[config.mk]
export PLATFORM = sky130hd
export DESIGN_NAME = pwm_duty_controller
export DESIGN_NICKNAME = d
export VERILOG_FILES = /design/src/rtl/pwm_duty_controller.sv
export SDC_FILE = /design/constraint.sdc
export NUM_CORES = 1
export LEC_CHECK = 0
export BUFFER_PORTS_ARGS = -buffer_cell sky130_fd_sc_hd__clkbuf_2
export CAP_MARGIN = 20
export CORE_UTILIZATION = 60
export CTS_BUF_LIST = sky130_fd_sc_hd__clkbuf_8 sky130_fd_sc_hd__clkbuf_16
export DETAILED_ROUTE_END_ITERATION = 7
export GPL_TIMING_DRIVEN = 0
export PLACE_DENSITY = 0.78
export SYNTH_ARGS = -nofsm -noshare
export SYNTH_HDL_FRONTEND = slang
export SYNTH_SLANG_ARGS = --single-unit
export TNS_END_PERCENT = 10
[constraint.sdc]
create_clock -name clk -period 2.25 [get_ports clk]
set_input_delay 0.225 -clock clk [delete_from_list [all_inputs] [get_ports clk]]
set_output_delay 0.225 -clock clk [all_outputs]
set_load 0.005 [all_outputs]
[src/rtl/pwm_duty_controller.sv]
// Button-driven PWM duty controller: debounced up/down buttons step a target duty,
// which is applied to the PWM generator only at period boundaries.

module pwm_debounce #(
   parameter int DEBOUNCE_CYCLES = 500000
) (
   input  logic clk,
   input  logic rst,
   input  logic btn,
   output logic press
);

   localparam int CW = $clog2(DEBOUNCE_CYCLES);
   localparam logic [CW-1:0] CNT_LAST = CW'(DEBOUNCE_CYCLES - 1);

   typedef enum logic [2:0] {IDLE, FILTER, PRESSED, HOLD, RELEASE} state_t;

   state_t        state, state_next;
   logic [CW-1:0] cnt, cnt_next;
   logic          sync_a, sync_x;

   always_ff @(posedge clk) begin
      if (rst) begin
         sync_a <= 1'b0;
         sync_x <= 1'b0;
         state  <= IDLE;
         cnt    <= '0;
      end else begin
         sync_a <= btn;
         sync_x <= sync_a;
         state  <= state_next;
         cnt    <= cnt_next;
      end
   end

   // Press and release must each hold steady for the full filter window;
   // a glitch in either phase drops back to the previous stable state.
   always_comb begin
      state_next = state;
      cnt_next   = cnt;
      press      = 1'b0;
      case (state)
         IDLE: begin
            if (sync_x) begin
               state_next = FILTER;
               cnt_next   = '0;
            end
         end
         FILTER: begin
            if (!sync_x)
               state_next = IDLE;
            else if (cnt == CNT_LAST)
               state_next = PRESSED;
            else
               cnt_next = cnt + 1'b1;
         end
         PRESSED: begin
            press      = 1'b1;
            state_next = HOLD;
         end
         HOLD: begin
            if (!sync_x) begin
               state_next = RELEASE;
               cnt_next   = '0;
            end
         end
         RELEASE: begin
            if (sync_x)
               state_next = HOLD;
            else if (cnt == CNT_LAST)
               state_next = IDLE;
            else
               cnt_next = cnt + 1'b1;
         end
         default: state_next = IDLE;
      endcase
   end

endmodule

module pwm_duty_controller #(
   parameter int PWM_PERIOD      = 100,
   parameter int STEP            = 10,
   parameter int DUTY_RESET      = 50,
   parameter int DEBOUNCE_CYCLES = 500000,
   parameter int DW              = $clog2(PWM_PERIOD + 1)
) (
   input  logic          clk,
   input  logic          rst,
   input  logic          btn_up,
   input  logic          btn_down,
   output logic          pwm_out,
   output logic [DW-1:0] duty_active,
   output logic [DW-1:0] duty_target,
   output logic          at_max,
   output logic          at_min
);

   localparam logic [DW:0]   PERIOD_W = (DW+1)'(PWM_PERIOD);
   localparam logic [DW:0]   STEP_W   = (DW+1)'(STEP);
   localparam logic [DW-1:0] PERIOD_D = DW'(PWM_PERIOD);
   localparam logic [DW-1:0] RESET_D  = DW'(DUTY_RESET);
   localparam logic [DW-1:0] CNT_LAST = DW'(PWM_PERIOD - 1);

   logic          up_pulse, down_pulse;
   logic [DW-1:0] pwm_cnt;
   logic [DW:0]   sum, diff;
   logic [DW-1:0] target_next;

   pwm_debounce #(.DEBOUNCE_CYCLES(DEBOUNCE_CYCLES)) u_deb_up (
      .clk   (clk),
      .rst   (rst),
      .btn   (btn_up),
      .press (up_pulse)
   );

   pwm_debounce #(.DEBOUNCE_CYCLES(DEBOUNCE_CYCLES)) u_deb_down (
      .clk   (clk),
      .rst   (rst),
      .btn   (btn_down),
      .press (down_pulse)
   );

   // One extra bit keeps the saturating add/subtract free of wrap-around;
   // diff's top bit is the borrow out of the subtraction.
   always_comb begin
      sum         = {1'b0, duty_target} + STEP_W;
      diff        = {1'b0, duty_target} - STEP_W;
      target_next = duty_target;
      if (up_pulse && !down_pulse)
         target_next = (sum > PERIOD_W) ? PERIOD_D : sum[DW-1:0];
      else if (down_pulse && !up_pulse)
         target_next = diff[DW] ? '0 : diff[DW-1:0];
   end

   always_ff @(posedge clk) begin
      if (rst) begin
         pwm_cnt     <= '0;
         pwm_out     <= 1'b0;
         duty_active <= RESET_D;
         duty_target <= RESET_D;
      end else begin
         duty_target <= target_next;
         pwm_out     <= (pwm_cnt < duty_active);
         if (pwm_cnt == CNT_LAST) begin
            pwm_cnt     <= '0;
            duty_active <= duty_target;
         end else begin
            pwm_cnt <= pwm_cnt + 1'b1;
         end
      end
   end

   assign at_max = (duty_target == PERIOD_D);
   assign at_min = (duty_target == '0);

endmodule

==> results of run 1 <==
==> worst max-delay path: cells and delay by family, from the launching register on <==
family | cells | cell delay [ns]
fa+ha+maj | 1 | 0.22
compound gates | 3 | 0.65
buf+inv | 1 | 0.25
simple gates | 3 | 0.45
flops | 1 | 0.46
==> per-stage QoR <==
step | total power, mW | hold slack, ns | cell area (um2)
after detailed placement | 1.35 | 0.429 | 4120
after global placement | 1.35 | 0.426 | 4120
after floorplan | 1.32 | 0.353 | 3930
after global routing | 2.75 | 0.100 | 4440
final | 2.67 | 0.101 | 4440
after CTS | 2.69 | 0.0899 | 4410
==> registers in the layout (all words and copies together) (netlist names), 3 cells and up <==
name,count
pwm_cnt,7
duty_target,6
u_deb_up.cnt,19
u_deb_down.state,3
duty_active,6
u_deb_up.state,3
u_deb_down.cnt,19
==> report_power, final <==
part           internal (mW)  leakage [nW]  total, mW  switching [mW]
clock                  0.858         0.134       1.35           0.490
combinational         0.0371          1.02     0.0964          0.0593
sequential              1.22         0.551       1.22         0.00951
==> worst max path at each step <==
stage / cells past startpoint / to / from
floorplan: 9 / duty_target[4]$_SDFFE_PP1P_ / duty_target[1]$_SDFFE_PP1P_
global placement: 9 / duty_target[3]$_SDFFE_PP0P_ / duty_target[1]$_SDFFE_PP1P_
detailed placement: 8 / duty_target[3]$_SDFFE_PP0P_ / u_deb_down.state[1]$_SDFFE_PP0P_
CTS: 9 / duty_target[4]$_SDFFE_PP1P_ / duty_target[2]$_SDFFE_PP0P_
global route: 7 / duty_target[3]$_SDFFE_PP0P_ / duty_target[4]$_SDFFE_PP1P_
finish: 8 / duty_target[5]$_SDFFE_PP1P_ / u_deb_up.state[1]$_SDFFE_PP0P_
==> cell families (layout without fill, tap and decap cells) <==
family | after synthesis | after routing
and+or+nand+nor | 220 | 220
AOI/OAI and AO/OA | 91 | 91
DFF | 68 | 68
buffers and inverters | 51 | 85
xor gates and xnor gates | 37 | 37
adders and majority gates | 12 | 12
muxes | 3 | 3
other | 1 | 2
==> layout make-up <==
class                           count  area [um2]  share of cell area, %
Inverter                           23        86.3                   1.95
Tap cell                           77        96.3                   2.17
Timing Repair Buffer               18        90.1                   2.03
Clock inverter                      7         146                   3.30
Buffer                             28         151                   3.41
Sequential cell                    68        1370                   30.8
Multi-Input combinational cell    365        2380                   53.6
Clock buffer                        9         124                   2.79
==> synthesized netlist by cell type (4+ instances only) <==
cell type and count:
nor2b_1 6, nand3b_1 4, a21oi_1 27, nor4_1 4, nand2b_1 11, clkbuf_1 16, and2_1 5, nor3_1 18
nor2_1 75, and3_1 6, xnor2_1 23, or2_2 4, o21ai_0 12, nand4_1 9, nand4_2 4, inv_1 23
ha_1 12, nor3b_1 7, dfxtp_1 68, a21o_1 6, nand3_1 18, nand2_1 26, xor2_1 14, buf_2 7
==> layout by cell type, fill, tap and decap left out, types with 14 or more instances in the layout <==
master,n
nor2_1,75
dfxtp_1,65
nand2_1,26
a21oi_1,26
inv_1,23
xnor2_1,23
clkbuf_2,19
nand3_1,18
nor3_1,18
xor2_1,14
==> repair_timing <==
action / 4_1_cts / 5_1_grt
resized for setup: 6 / 11
cloned: 0 / 0
endpoints found under the setup margin: 6 / 6
==> layer usage <==
metal	GRT usage, %	vias to the layer above	wire, um
met5	0	-	0
met4	9.56	0	165
met3	6.46	16	337
met2	40.9	76	3990
met1	32.1	1615	3820
li1	-	1754	-
==> flow_summary_export.csv, run 1 <==
group,metric,value,unit
status,status,"finished clean",
setup_path,r2r_cells,8,
logic_synthesis,syn-cell-area,3930,um2
power,leakage,1.71,nW
routing,num_vias,3461,
logic_synthesis,ys_types,73,
setup_path,reg2reg_slack,0.1,ns
cts,h-tree-depth,3,
logic_synthesis,synth-simple-area-share,30.6,%
layout,n_fill_cell,521,
power,powerDensity,601,nW/um2
logic_synthesis,yosys_warnings,0,
hold_path,hold_class,"primary input to flop",
setup_path,cp_max_fo,10,
cts,clkTransAtPathRegs,0.08,ns
die,initial_utilization,61.9,%
logic_synthesis,yosys.area_share.xor_xnor,8.25,%
cts,cts_hold_buf,0,
logic_synthesis,synth-compound-area-share,16.1,%
logic_synthesis,avgSynthCellArea,8.13,um2
hold_path,min_path_cells,2,
setup_path,cp.required,2.47,ns
placed_design,gp_congestion,0.896,
die,io_pins,21,
logic_synthesis,yosys-top-cells-area,"dfxtp_1 (35%), nor2_1 (7.2%), xnor2_1 (5.1%), ha_1 (3.8%), a21oi_1 (3.4%)",
logic_synthesis,synthFlopType,"dfxtp_1",
cts,cts_root_buf,"clkbuf_8",
logic_synthesis,synth_seq_area_share,34.7,%
placed_design,placed_cells,579,
timing,rsz0062_at_grt,"yes",
timing,tightest_slew,0.590,ns
logic_synthesis,synth_top_family_by_area,"simple AND/OR/NAND/NOR gates",
setup_path,worstPathArrival,2.37,ns
logic_synthesis,synth_edf_count,0,
logic_synthesis,yosys.area.top_type,"dfxtp_1",
die,die_w,82.9,um
setup_path,crit_chain,"nor2b_2 > and2_1 > ha_1 > clkbuf_4 > nor3_1 > a22o_1 > a221oi_1 > o21ai_0",
routing,dr.pass1.iters,4,
die,core_area,6350,um2
setup_path,crit_type,"flop to flop",
grt,grt_pass1_vias,3200,
logic_synthesis,muxShareOfSynthArea,0.765,%
grt,grt_first_pass_wirelength,14400,um
timing,layout_min_cycle_time,2.15,ns
logic_synthesis,async_flop_share,0,%
timing,setup_viol,0,
cts,post_cts_buffers,0,
logic_synthesis,synth_top_area_share,34.7,%
setup_path,worst_setup_path_end_kind,"flop",
logic_synthesis,ys_seq_elements,68,
hold_path,hp-start,"btn_up",
placed_design,place_hpwl,5850,um
routing,drt-total-wl,8320,um
job,drv_cap,0,
layout,nets,529,
setup_path,r2r_end,"duty_target[5]$_SDFFE_PP1P_",
routing,drc,0,
setup_path,critPathLaunchType,"flop",
timing,timing.final.crit_share,95.6,%
cts,cts.sinks,68,
routing,ant_nets,0,
layout,drive_gt1_share,15.8,%
grt,grtUsageTotal,25.2,%
timing,finalHoldViolCount,0,
routing,wl_per_cell,14.0,um
grt,antenna_found_initial,0,
timing,final.setup.tns,0,ns
grt,overflow,0,
routing,drtIter0Drc,143,
timing,worst_slack,0.0991,ns
routing,detail_route.vias_per_cell,5.82,
die,rows,29,
cts,clk_latency,0.34,ns
hold_path,min_to,"u_deb_up.sync_a$_SDFF_PP0_",
timing,fin_skew,0.00747,ns
cts,numCtsBuffers,9,
cts,clk_path_buf_depth,2,
die,die_area,6870,um2
logic_synthesis,syn-instance-count,483,
logic_synthesis,synth-adder-area-share,3.82,%
setup_path,slowest_stage,"dfxtp_1",
setup_path,slowest_delay,0.46,ns
die,die_h,82.9,um
layout,antennaDiodeCount,0,
power,vdd_ir_drop_max,0.526,mV
timing,slew_headroom,60.7,%
timing,fmax,465,MHz
cts,cts_tree,"built",
layout,finalNonFillerCells,595,
placed_design,pre_cts_slack,-0.239,ns
grt,grt_start_max_net_pins,14,
timing,maxSlewViolCount,0,
layout,syn_to_final_growth,13.0,%
placed_design,numPortBuffers,18,
setup_path,r2r_start,"u_deb_up.state[1]$_SDFFE_PP0P_",
layout,final_core_util,69.9,%
Note: power is estimated with default switching activity, not from simulation.
==> run 2: changes to the inputs <==
--- a/config.mk
+++ b/config.mk
@@ -8,7 +8,7 @@
 export BUFFER_PORTS_ARGS = -buffer_cell sky130_fd_sc_hd__clkbuf_2
 export CAP_MARGIN = 20
 export CORE_UTILIZATION = 60
-export CTS_BUF_LIST = sky130_fd_sc_hd__clkbuf_8 sky130_fd_sc_hd__clkbuf_16
+export CTS_BUF_LIST = sky130_fd_sc_hd__clkbuf_4
 export DETAILED_ROUTE_END_ITERATION = 7
 export GPL_TIMING_DRIVEN = 0
 export PLACE_DENSITY = 0.78
==> flow_summary_export.csv, run 2 (synthesized netlist as in run 1, its figures left out) <==
group,metric,value,unit
layout,nets,529,
cts,cts_tree,"built",
cts,clkTransAtPathRegs,0.12,ns
timing,maxSlewViolCount,0,
power,power_frac_seq,49.6,%
cts,clk_path_buf_depth,2,
placed_design,gp_congestion,0.896,
placed_design,numPortBuffers,18,
cts,post_cts_buffers,0,
timing,finalHoldViolCount,0,
die,io_pins,21,
timing,setup_viol,0,
routing,wl_met1,3850,um
routing,met2_length,3910,um
die,core_area,6350,um2
routing,detail_route.vias_per_cell,5.82,
setup_path,r2r_end,"duty_target[5]$_SDFFE_PP1P_",
hold_path,hp-start,"btn_down",
timing,fin_skew,0.0154,ns
placed_design,place_hpwl,5850,um
hold_path,min_path_cells,2,
layout,mostFrequentLayoutCell,"nor2_1",
layout,drive_gt1_share,16.6,%
setup_path,critPathTopFamily,"buffers and inverters",
setup_path,slowest_delay,0.37,ns
grt,antenna_found_initial,0,
setup_path,r2r_start,"u_deb_up.state[2]$_SDFFE_PP0P_",
routing,wl_per_cell,13.9,um
layout,antennaDiodeCount,0,
cts,cts_hold_buf,0,
routing,drc,0,
layout,final_cell_mix,"nor2_1 (75), dfxtp_1 (64), nand2_1 (26), a21oi_1 (26)",
routing,wl_met3,365,um
power,p_sw,0.534,mW
timing,rsz0062_at_grt,"no",
cts,clk_latency,0.41,ns
power,power_frac_comb,3.9,%
routing,dr.max_layer_used,"met4",
status,status,"finished clean",
power,total_power,2.47,mW
die,die_area,6870,um2
setup_path,slowest_stage,"or3_1",
cts,h-tree-depth,3,
placed_design,pre_cts_slack,-0.239,ns
die,initial_utilization,61.9,%
setup_path,crit_chain,"clkbuf_1 > buf_2 > or3_1 > nor4_1 > clkbuf_2",
layout,syn_to_final_growth,11.8,%
die,die_w,82.9,um
grt,grt_first_pass_wirelength,14400,um
setup_path,critPathLaunchType,"flop",
job,drv_cap,0,
cts,numCtsBuffers,9,
power,swShare,21.6,%
timing,final.setup.tns,0,ns
setup_path,worstPathArrival,1.91,ns
setup_path,path_depth,5,
power,leakage,1.69,nW
cts,cts_root_buf,"clkbuf_4",
timing,timing.final.crit_share,94.7,%
timing,tightest_slew,0.583,ns
setup_path,cp_max_fo,10,
die,die_h,82.9,um
setup_path,worst_setup_path_end_kind,"output pin",
power,p_int,1.94,mW
setup_path,crit_type,"flop to output pin",
layout,top_regs,"u_deb_down.cnt: 19 flops, u_deb_up.cnt: 19 flops, pwm_cnt: 7 flops",
grt,grt_start_max_net_pins,14,
setup_path,reg2reg_slack,0.16,ns
die,rows,29,
power,clkPwrFrac,46.5,%
grt,grt_pass1_vias,3188,
power,vdd_ir_drop_max,0.570,mV
cts,cts.sinks,68,
grt,grtUsageTotal,25.0,%
routing,ant_nets,0,
timing,slew_headroom,61.1,%
setup_path,r2r_cells,9,
power,powerDensity,563,nW/um2
timing,layout_min_cycle_time,2.13,ns
setup_path,cp.required,2.03,ns
routing,num_vias,3463,
routing,dr.pass1.iters,4,
setup_path,critPathBufInv,3,
routing,drtIter0Drc,183,
grt,overflow,0,
timing,worst_slack,0.120,ns
routing,drt-total-wl,8290,um
hold_path,min_to,"u_deb_down.sync_a$_SDFF_PP0_",
timing,fmax,469,MHz
hold_path,hold_class,"primary input to flop",
-- run 2: changes by cell type in the layout (fill, tap and decap cells not counted) --
cell      previous run  this run
clkbuf_8             9         0
buf_2                6         8
o221ai_1             1         0
dfxtp_2              3         4
clkbuf_1            13        11
o221ai_2             1         2
clkbuf_4             2        11
dfxtp_1             65        64
-- run 2: final cells by class --
class / instances / area, um2
Timing Repair Buffer: 18 / 90.1
Tap cell: 77 / 96.3
Clock buffer: 9 / 67.6
Multi-Input combinational cell: 365 / 2380
Clock inverter: 7 / 146
Fill cell: 521 / 1960
Buffer: 28 / 154
Sequential cell: 68 / 1370
Inverter: 23 / 86.3
-- run 2: repair_timing --
item,4_1_cts,5_1_grt
gates resized for setup,6,19
endpoints found under the hold margin,0,0
cloned,0,0
endpoints found under the setup margin,6,6
-- run 2: through the flow --
stage                     hold WS [ns]  instances  util [%]  cell area [um2]
after floorplan                  0.353        484         -             3930
after global placement           0.426        579      64.8             4120
after detailed placement         0.429        579      64.8             4120
after CTS                       0.0105        595      68.5             4350
after global routing            0.0132        595      69.2             4390
final                           0.0338        595      69.2             4390
-- run 2: worst reg2reg max path, stage by stage (launching register included) --
cell	delay (ns)
dfxtp_1	0.31
buf_2	0.16
nor2b_2	0.17
and2_1	0.15
ha_1	0.22
clkbuf_4	0.25
nor3_1	0.06
a22o_1	0.22
a221oi_1	0.30
o21ai_0	0.14
-- run 2: metal layers --
metal	track usage, %	vias to the layer above
met3	5.77	19
met2	40.8	90
met5	0	-
li1	-	1754
met4	9.25	0
met1	32.3	1600
-- run 2: worst max-delay path by stage --
stage,start,to,slack (ns)
final,duty_target[3]$_SDFFE_PP0P_,at_min,0.12
after global routing,duty_target[2]$_SDFFE_PP0P_,duty_target[4]$_SDFFE_PP1P_,0.0009
after CTS,duty_target[2]$_SDFFE_PP0P_,duty_target[4]$_SDFFE_PP1P_,-0.002
after detailed placement,u_deb_down.state[1]$_SDFFE_PP0P_,duty_target[3]$_SDFFE_PP0P_,-0.24
after global placement,duty_target[1]$_SDFFE_PP1P_,duty_target[3]$_SDFFE_PP0P_,-0.16
after floorplan,duty_target[1]$_SDFFE_PP1P_,duty_target[4]$_SDFFE_PP1P_,0.16
-- run 2: power groups by stage --
| stage | clock [mW] | sequential (mW) | combinational [mW] |
|---|---|---|---|
| CTS | 1.17 | 1.23 | 0.0964 |
| global placement | 0 | 1.25 | 0.0936 |
| finish | 1.15 | 1.23 | 0.0965 |
| global route | 1.22 | 1.23 | 0.109 |
| floorplan | 0 | 1.25 | 0.0734 |
| detailed placement | 0 | 1.25 | 0.0958 |
